[src/rtl/user_project_gpio_ctrl_if.sv]
// Wishbone classic slave bus between the Caravel management SoC and the GPIO controller.
interface user_project_gpio_ctrl_if;
  logic        wbs_stb_i;
  logic        wbs_cyc_i;
  logic        wbs_we_i;
  logic [3:0]  wbs_sel_i;
  logic [31:0] wbs_adr_i;
  logic [31:0] wbs_dat_i;
  logic        wbs_ack_o;
  logic [31:0] wbs_dat_o;

  modport master (
    output wbs_stb_i, wbs_cyc_i, wbs_we_i, wbs_sel_i, wbs_adr_i, wbs_dat_i,
    input  wbs_ack_o, wbs_dat_o
  );

  modport slave (
    input  wbs_stb_i, wbs_cyc_i, wbs_we_i, wbs_sel_i, wbs_adr_i, wbs_dat_i,
    output wbs_ack_o, wbs_dat_o
  );
endinterface

[src/rtl/user_project_gpio_ctrl.sv]
// Wishbone GPIO controller: output/direction registers, set/clear/toggle, synchronised
// inputs and sticky per-pin edge interrupts aggregated onto irq_o.
module user_project_gpio_ctrl #(
  parameter int unsigned NUM_IO      = 38,
  parameter logic [31:0] BASE_ADDR   = 32'h3000_0000,
  parameter int unsigned SYNC_STAGES = 2
) (
  input  logic                   wb_clk_i,
  input  logic                   wb_rst_n_i,
  user_project_gpio_ctrl_if.slave wb,
  input  logic [NUM_IO-1:0]      io_in,
  output logic [NUM_IO-1:0]      io_out,
  output logic [NUM_IO-1:0]      io_oeb,
  output logic                   irq_o
);

  logic              req, wr, rd, bank;
  logic [4:0]        idx;
  logic [31:0]       bmask, rdata;
  logic [63:0]       wmask, wdat, wbits, rd64;
  logic [63:0]       out_nx, oeb_nx, rise_nx, fall_nx, stat_nx;
  logic [NUM_IO-1:0] out_q, oeb_q, rise_q, fall_q, stat_q;
  logic [NUM_IO-1:0] sync_p [SYNC_STAGES];
  logic [NUM_IO-1:0] in_s, in_d_p, evt;
  logic              ack_q, irq_q;
  logic [31:0]       dat_q;
  logic              unused_adr;

  function automatic logic [63:0] merge(input logic [63:0] old, input logic [63:0] d,
                                        input logic [63:0] m);
    return (old & ~m) | (d & m);
  endfunction

  assign req  = wb.wbs_stb_i & wb.wbs_cyc_i & (wb.wbs_adr_i[31:8] == BASE_ADDR[31:8]);
  assign wr   = req & ~ack_q & wb.wbs_we_i;
  assign rd   = req & ~ack_q & ~wb.wbs_we_i;
  assign idx  = wb.wbs_adr_i[7:3];
  assign bank = wb.wbs_adr_i[2];
  assign unused_adr = ^wb.wbs_adr_i[1:0];

  assign in_s = sync_p[SYNC_STAGES-1];
  assign evt  = (in_s & ~in_d_p & rise_q) | (~in_s & in_d_p & fall_q);

  always_comb begin
    for (int i = 0; i < 4; i++) bmask[8*i +: 8] = {8{wb.wbs_sel_i[i]}};
    wmask   = bank ? {bmask, 32'h0} : {32'h0, bmask};
    wdat    = bank ? {wb.wbs_dat_i, 32'h0} : {32'h0, wb.wbs_dat_i};
    wbits   = wdat & wmask;
    out_nx  = 64'(out_q);
    oeb_nx  = 64'(oeb_q);
    rise_nx = 64'(rise_q);
    fall_nx = 64'(fall_q);
    stat_nx = 64'(stat_q);
    if (wr) begin
      case (idx)
        5'd0:    out_nx  = merge(out_nx, wdat, wmask);
        5'd1:    oeb_nx  = merge(oeb_nx, wdat, wmask);
        5'd3:    out_nx  = out_nx | wbits;
        5'd4:    out_nx  = out_nx & ~wbits;
        5'd5:    out_nx  = out_nx ^ wbits;
        5'd6:    rise_nx = merge(rise_nx, wdat, wmask);
        5'd7:    fall_nx = merge(fall_nx, wdat, wmask);
        5'd8:    stat_nx = stat_nx & ~wbits;
        default: ;
      endcase
    end
    // New edge events are ORed in after the W1C so a coincident set wins.
    stat_nx = stat_nx | 64'(evt);
    case (idx)
      5'd0:    rd64 = 64'(out_q);
      5'd1:    rd64 = 64'(oeb_q);
      5'd2:    rd64 = 64'(in_s);
      5'd6:    rd64 = 64'(rise_q);
      5'd7:    rd64 = 64'(fall_q);
      5'd8:    rd64 = 64'(stat_q);
      default: rd64 = 64'h0;
    endcase
    rdata = bank ? rd64[63:32] : rd64[31:0];
  end

  // Stage boundary: synchroniser chain, edge-detect delay, register file and bus outputs.
  always_ff @(posedge wb_clk_i or negedge wb_rst_n_i) begin
    if (!wb_rst_n_i) begin
      for (int i = 0; i < int'(SYNC_STAGES); i++) sync_p[i] <= '0;
      in_d_p <= '0;
      out_q  <= '0;
      oeb_q  <= '1;
      rise_q <= '0;
      fall_q <= '0;
      stat_q <= '0;
      ack_q  <= 1'b0;
      dat_q  <= '0;
      irq_q  <= 1'b0;
    end else begin
      sync_p[0] <= io_in;
      for (int i = 1; i < int'(SYNC_STAGES); i++) sync_p[i] <= sync_p[i-1];
      in_d_p <= in_s;
      out_q  <= NUM_IO'(out_nx);
      oeb_q  <= NUM_IO'(oeb_nx);
      rise_q <= NUM_IO'(rise_nx);
      fall_q <= NUM_IO'(fall_nx);
      stat_q <= NUM_IO'(stat_nx);
      ack_q  <= req & ~ack_q;
      if (rd) dat_q <= rdata;
      irq_q  <= |stat_q;
    end
  end

  assign io_out       = out_q;
  assign io_oeb       = oeb_q;
  assign irq_o        = irq_q;
  assign wb.wbs_ack_o = ack_q;
  assign wb.wbs_dat_o = dat_q;

endmodule

[src/flat_wrapper.sv]
// flat-port wrapper written by rule: the top's interface ports become plain ports
module user_project_gpio_ctrl_flat 
#(
  parameter int unsigned NUM_IO      = 38,
  parameter logic [31:0] BASE_ADDR   = 32'h3000_0000,
  parameter int unsigned SYNC_STAGES = 2
)
  (wb_clk_i, wb_rst_n_i, io_in, io_out, io_oeb, irq_o, wb_wbs_stb_i, wb_wbs_cyc_i, wb_wbs_we_i, wb_wbs_sel_i, wb_wbs_adr_i, wb_wbs_dat_i, wb_wbs_ack_o, wb_wbs_dat_o);
  user_project_gpio_ctrl_if wb_i ();
  input  logic wb_clk_i;
  input  logic wb_rst_n_i;
  input  logic [NUM_IO-1:0] io_in;
  output logic [NUM_IO-1:0] io_out;
  output logic [NUM_IO-1:0] io_oeb;
  output logic irq_o;
  input wire logic [$bits(wb_i.wbs_stb_i)-1:0] wb_wbs_stb_i;
  input wire logic [$bits(wb_i.wbs_cyc_i)-1:0] wb_wbs_cyc_i;
  input wire logic [$bits(wb_i.wbs_we_i)-1:0] wb_wbs_we_i;
  input wire logic [$bits(wb_i.wbs_sel_i)-1:0] wb_wbs_sel_i;
  input wire logic [$bits(wb_i.wbs_adr_i)-1:0] wb_wbs_adr_i;
  input wire logic [$bits(wb_i.wbs_dat_i)-1:0] wb_wbs_dat_i;
  output wire logic [$bits(wb_i.wbs_ack_o)-1:0] wb_wbs_ack_o;
  output wire logic [$bits(wb_i.wbs_dat_o)-1:0] wb_wbs_dat_o;
  assign wb_i.wbs_stb_i = wb_wbs_stb_i;
  assign wb_i.wbs_cyc_i = wb_wbs_cyc_i;
  assign wb_i.wbs_we_i = wb_wbs_we_i;
  assign wb_i.wbs_sel_i = wb_wbs_sel_i;
  assign wb_i.wbs_adr_i = wb_wbs_adr_i;
  assign wb_i.wbs_dat_i = wb_wbs_dat_i;
  assign wb_wbs_ack_o = wb_i.wbs_ack_o;
  assign wb_wbs_dat_o = wb_i.wbs_dat_o;
  user_project_gpio_ctrl #(.NUM_IO(NUM_IO), .BASE_ADDR(BASE_ADDR), .SYNC_STAGES(SYNC_STAGES)) u_core (.wb_clk_i(wb_clk_i), .wb_rst_n_i(wb_rst_n_i), .wb(wb_i), .io_in(io_in), .io_out(io_out), .io_oeb(io_oeb), .irq_o(irq_o));
endmodule
[config.mk]
export PLATFORM = sky130hd
export DESIGN_NAME = user_project_gpio_ctrl_flat
export DESIGN_NICKNAME = d
export VERILOG_FILES = /design/src/rtl/user_project_gpio_ctrl_if.sv /design/src/rtl/user_project_gpio_ctrl.sv /design/src/flat_wrapper.sv
export SDC_FILE = /design/constraint.sdc
export NUM_CORES = 1
export LEC_CHECK = 0
export CORE_MARGIN = 5
export CORE_UTILIZATION = 51
export DETAILED_ROUTE_END_ITERATION = 7
export GPL_TIMING_DRIVEN = 0
export PLACE_DENSITY = 0.84
export SKIP_CTS_REPAIR_TIMING = 1
export SLEW_MARGIN = 20
export SYNTH_ARGS = -nofsm -noshare
export SYNTH_HDL_FRONTEND = slang
export SYNTH_SLANG_ARGS = --single-unit
[constraint.sdc]
create_clock -name wb_clk_i -period 5.7 [get_ports wb_clk_i]
set_clock_uncertainty 0.2 [all_clocks]
set_input_delay 1.425 -clock wb_clk_i [delete_from_list [all_inputs] [get_ports wb_clk_i]]
set_output_delay 1.425 -clock wb_clk_i [all_outputs]
set_load 0.03 [all_outputs]
==> impl_metrics.csv, run 1 <==
group,metric,value,unit
final_layout,nFillCells,2177,
detailed_routing,vias,12790,
logic_synthesis,yosysSeqAreaShare,54.81,%
hold_path,hp-start,"u_core.sync_p[51]",
pwr,peakVddDrop,0.2258,mV
timing,grt_setup_unrepaired,"false",
logic_synthesis,async_flop_share,100.0,%
timing,period_minus_slack,4366,ps
clock_tree,h-tree-depth,2,
logic_synthesis,yosysUniqueCellTypes,52,
timing,hold_viol,0,
setup_path,r2r_slack,2780,ps
placed_design,hpwl,34760,µm
setup_path,crit_type,"in2reg",
final_layout,nNetsFinal,1728,
logic_synthesis,synth-edff-count,0,
detailed_routing,dr.pass1.iters,6,
hold_path,hold_depth,0,
timing,slew_violations,0,
logic_synthesis,synth_nets,1470,
placed_design,portBuffers,217,
pwr,p_leak,8.174,nW
global_route,grt_max_degree,102,
clock_tree,root_buffer,"clkbuf_16",
die,core_area,29870,µm²
clock_tree,cts_buffers,36,
clock_tree,clock-sinks,338,
logic_synthesis,yosysWarnings,0,
detailed_routing,drtIter0Drc,1539,
detailed_routing,ant_nets,0,
placed_design,routabilityCongestion,0.9336,
clock_tree,cts_tree,"yes",
logic_synthesis,ys.flop_type,"dfrtp_1",
detailed_routing,routed_wl,50440,µm
global_route,grt_pass1_wl,77030,µm
setup_path,r2r_start,"u_core.wb.wbs_ack_o",
status,status,"completed",
global_route,grt_pass1_vias,13410,
logic_synthesis,netlist_top_cells_area,"dfrtp_1 48%, mux2_2 9.4%, dfstp_2 6.4%",
logic_synthesis,syn_inst,1321,
detailed_routing,post_drt_wl_per_cell,25.28,µm
timing,maxSlewHeadroom,17.12,%
run,cap_violations,0,
timing,finalHoldWorstSlack,147.3,ps
die,die_area,34010,µm²
die,die_w,184.4,µm
final_layout,most-common-layout-cells,"300 x dfrtp_1, 216 x clkdlybuf4s50_1, 129 x mux2_2, 83 x nand2_1, 75 x a21oi_1",
logic_synthesis,synth_seq_cells,338,
logic_synthesis,netlist_area,15520,µm²
detailed_routing,avgViaCountPerCell,6.410,
setup_path,cp_max_fo,10,
die,pin_count,221,
final_layout,antenna_cells,0,
setup_path,worstRegToRegCells,7,
setup_path,r2r_end,"u_core.wb.wbs_dat_o[15]",
timing,tightestPinTransition,1226,ps
setup_path,cp.required,5960,ps
pwr,powerDensity,265.4,nW/µm²
timing,final.setup.tns,0,ps
setup_path,end_kind,"flip-flop",
global_route,grt_use_total,29.31,%
hold_path,whs_endpoint,"u_core.in_s[13]",
global_route,antenna_found_initial,1,
final_layout,area_growth,25.29,%
setup_path,cp-start-kind,"input port",
timing,fmax,229.0,MHz
global_route,grt_overflow_total,0,
final_layout,final_common_cell,"dfrtp_1",
logic_synthesis,synth_top_cell_area_share,48.38,%
setup_path,crit_arrival,4630,ps
timing,finalSetupViolCount,0,
die,die_h,184.4,µm
clock_tree,cts_buffer_depth,3,
final_layout,layout-drive-gt1-share,17.45,%
clock_tree,path_clk_slew,60,ps
timing,fin_crit_sh,76.60,%
logic_synthesis,syn_area_per_cell,11.75,µm²
die,rows,63,
clock_tree,clock_latency,520,ps
die,start_util,51.94,%
logic_synthesis,yosysTopAreaCell,"dfrtp_1",
hold_path,hp-class,"reg2reg",
detailed_routing,drt_drc_violations_left,0,
final_layout,final_util,65.08,%
-- cell type report --
type,count,area (µm²),area share (%)
buffer,82,355.3,1.828
clock buffer,55,1074,5.522
clock inverter,9,103.9,0.5341
inverter,17,63.81,0.3282
multi-input combinational,884,6593,33.91
sequential,338,8506,43.75
tap,390,488.0,2.510
timing repair buffer,220,2260,11.62
-- cells by family (layout without fill, tap and decap cells) --
kind of cell | count (synthesis) | in the layout | share of synthesized area (%)
DFF | 338 | 338 | 54.81
adders and majority gates | 38 | 38 | 3.064
buffers and inverters | 99 | 383 | 2.701
and+or+nand+nor | 296 | 296 | 10.69
muxes | 196 | 196 | 13.75
xor gates and xnor gates | 1 | 1 | 0.05645
AOI/OAI and AO/OA | 353 | 353 | 14.92
-- per-stage QoR --
stage | power, mW | instance area (µm²) | setup slack, ps | std cells
6_report | 5.159 | 19440 | 1334 | 1995
5_1_grt | 5.303 | 19440 | 1256 | 1995
4_1_cts | 5.167 | 19440 | 1452 | 1995
3_5_place_dp | 2.844 | 18270 | 935.7 | 1931
3_3_place_gp | 2.830 | 18180 | -11280 | 1928
2_1_floorplan | 2.629 | 15520 | 2357 | 1321
-- per-layer routing --
metal,routed length (µm),track usage (%)
met1,19110,37.83
met2,22880,45.44
met3,6152,9.927
met4,2280,12.57
met5,17,0
-- worst max-delay path by stage --
stage               slack, ps                 endpoint            start  depth (start not counted)
finish                   1330   u_core.wb.wbs_dat_o[1]  wb_wbs_adr_i[4]                          9
global route             1260   u_core.wb.wbs_dat_o[1]  wb_wbs_adr_i[4]                          9
CTS                      1450   u_core.wb.wbs_dat_o[1]  wb_wbs_adr_i[4]                          9
detailed placement        940   u_core.wb.wbs_dat_o[1]  wb_wbs_adr_i[4]                          9
global placement       -11280           u_core.in_s[1]       wb_rst_n_i                          1
floorplan                2360  u_core.wb.wbs_dat_o[13]  wb_wbs_adr_i[9]                          7
-- power breakdown --
group,internal [mW],total (mW),switching (mW)
sequential,2.44,2.47,0.0291
combinational,0.133,0.340,0.207
clock,1.39,2.35,0.957
total,3.97,5.16,1.19
-- critical path: stages --
cell	delay (ps)
clkdlybuf4s50_1	510
buf_2	250
nor4_1	300
and2_1	170
buf_2	300
clkbuf_1	870
a221oi_1	290
a21oi_1	320
a22o_1	180
-- synth_stat cells, types with 27 or more instances --
cell,instances
a21o_1,27
a21oi_1,75
buf_2,29
clkbuf_1,48
dfrtp_1,300
dfstp_2,38
ha_1,38
mux2_2,129
mux2i_1,65
nand2_1,83
nand3b_1,50
nor2_1,70
o211ai_1,43
o21ai_0,61
o31ai_1,38
(Power assumes the default switching activity.)
==> run 2, diff against run 1 <==
clock period = 4.5 ns   (was 5.7 ns; I/O delays follow)
==> results of run 2 <==
The final DEF is identical to that of run 1. Status: completed.
Main changes from that run: setup slack after placement 935.7 ps -> 35.71 ps; setup slack after layout 1334 ps -> 433.6 ps; register-to-register setup slack 2780 ps -> 1580 ps; total power 5.159 mW -> 6.535 mW; worst IR drop on VDD 0.2258 mV -> 0.2860 mV
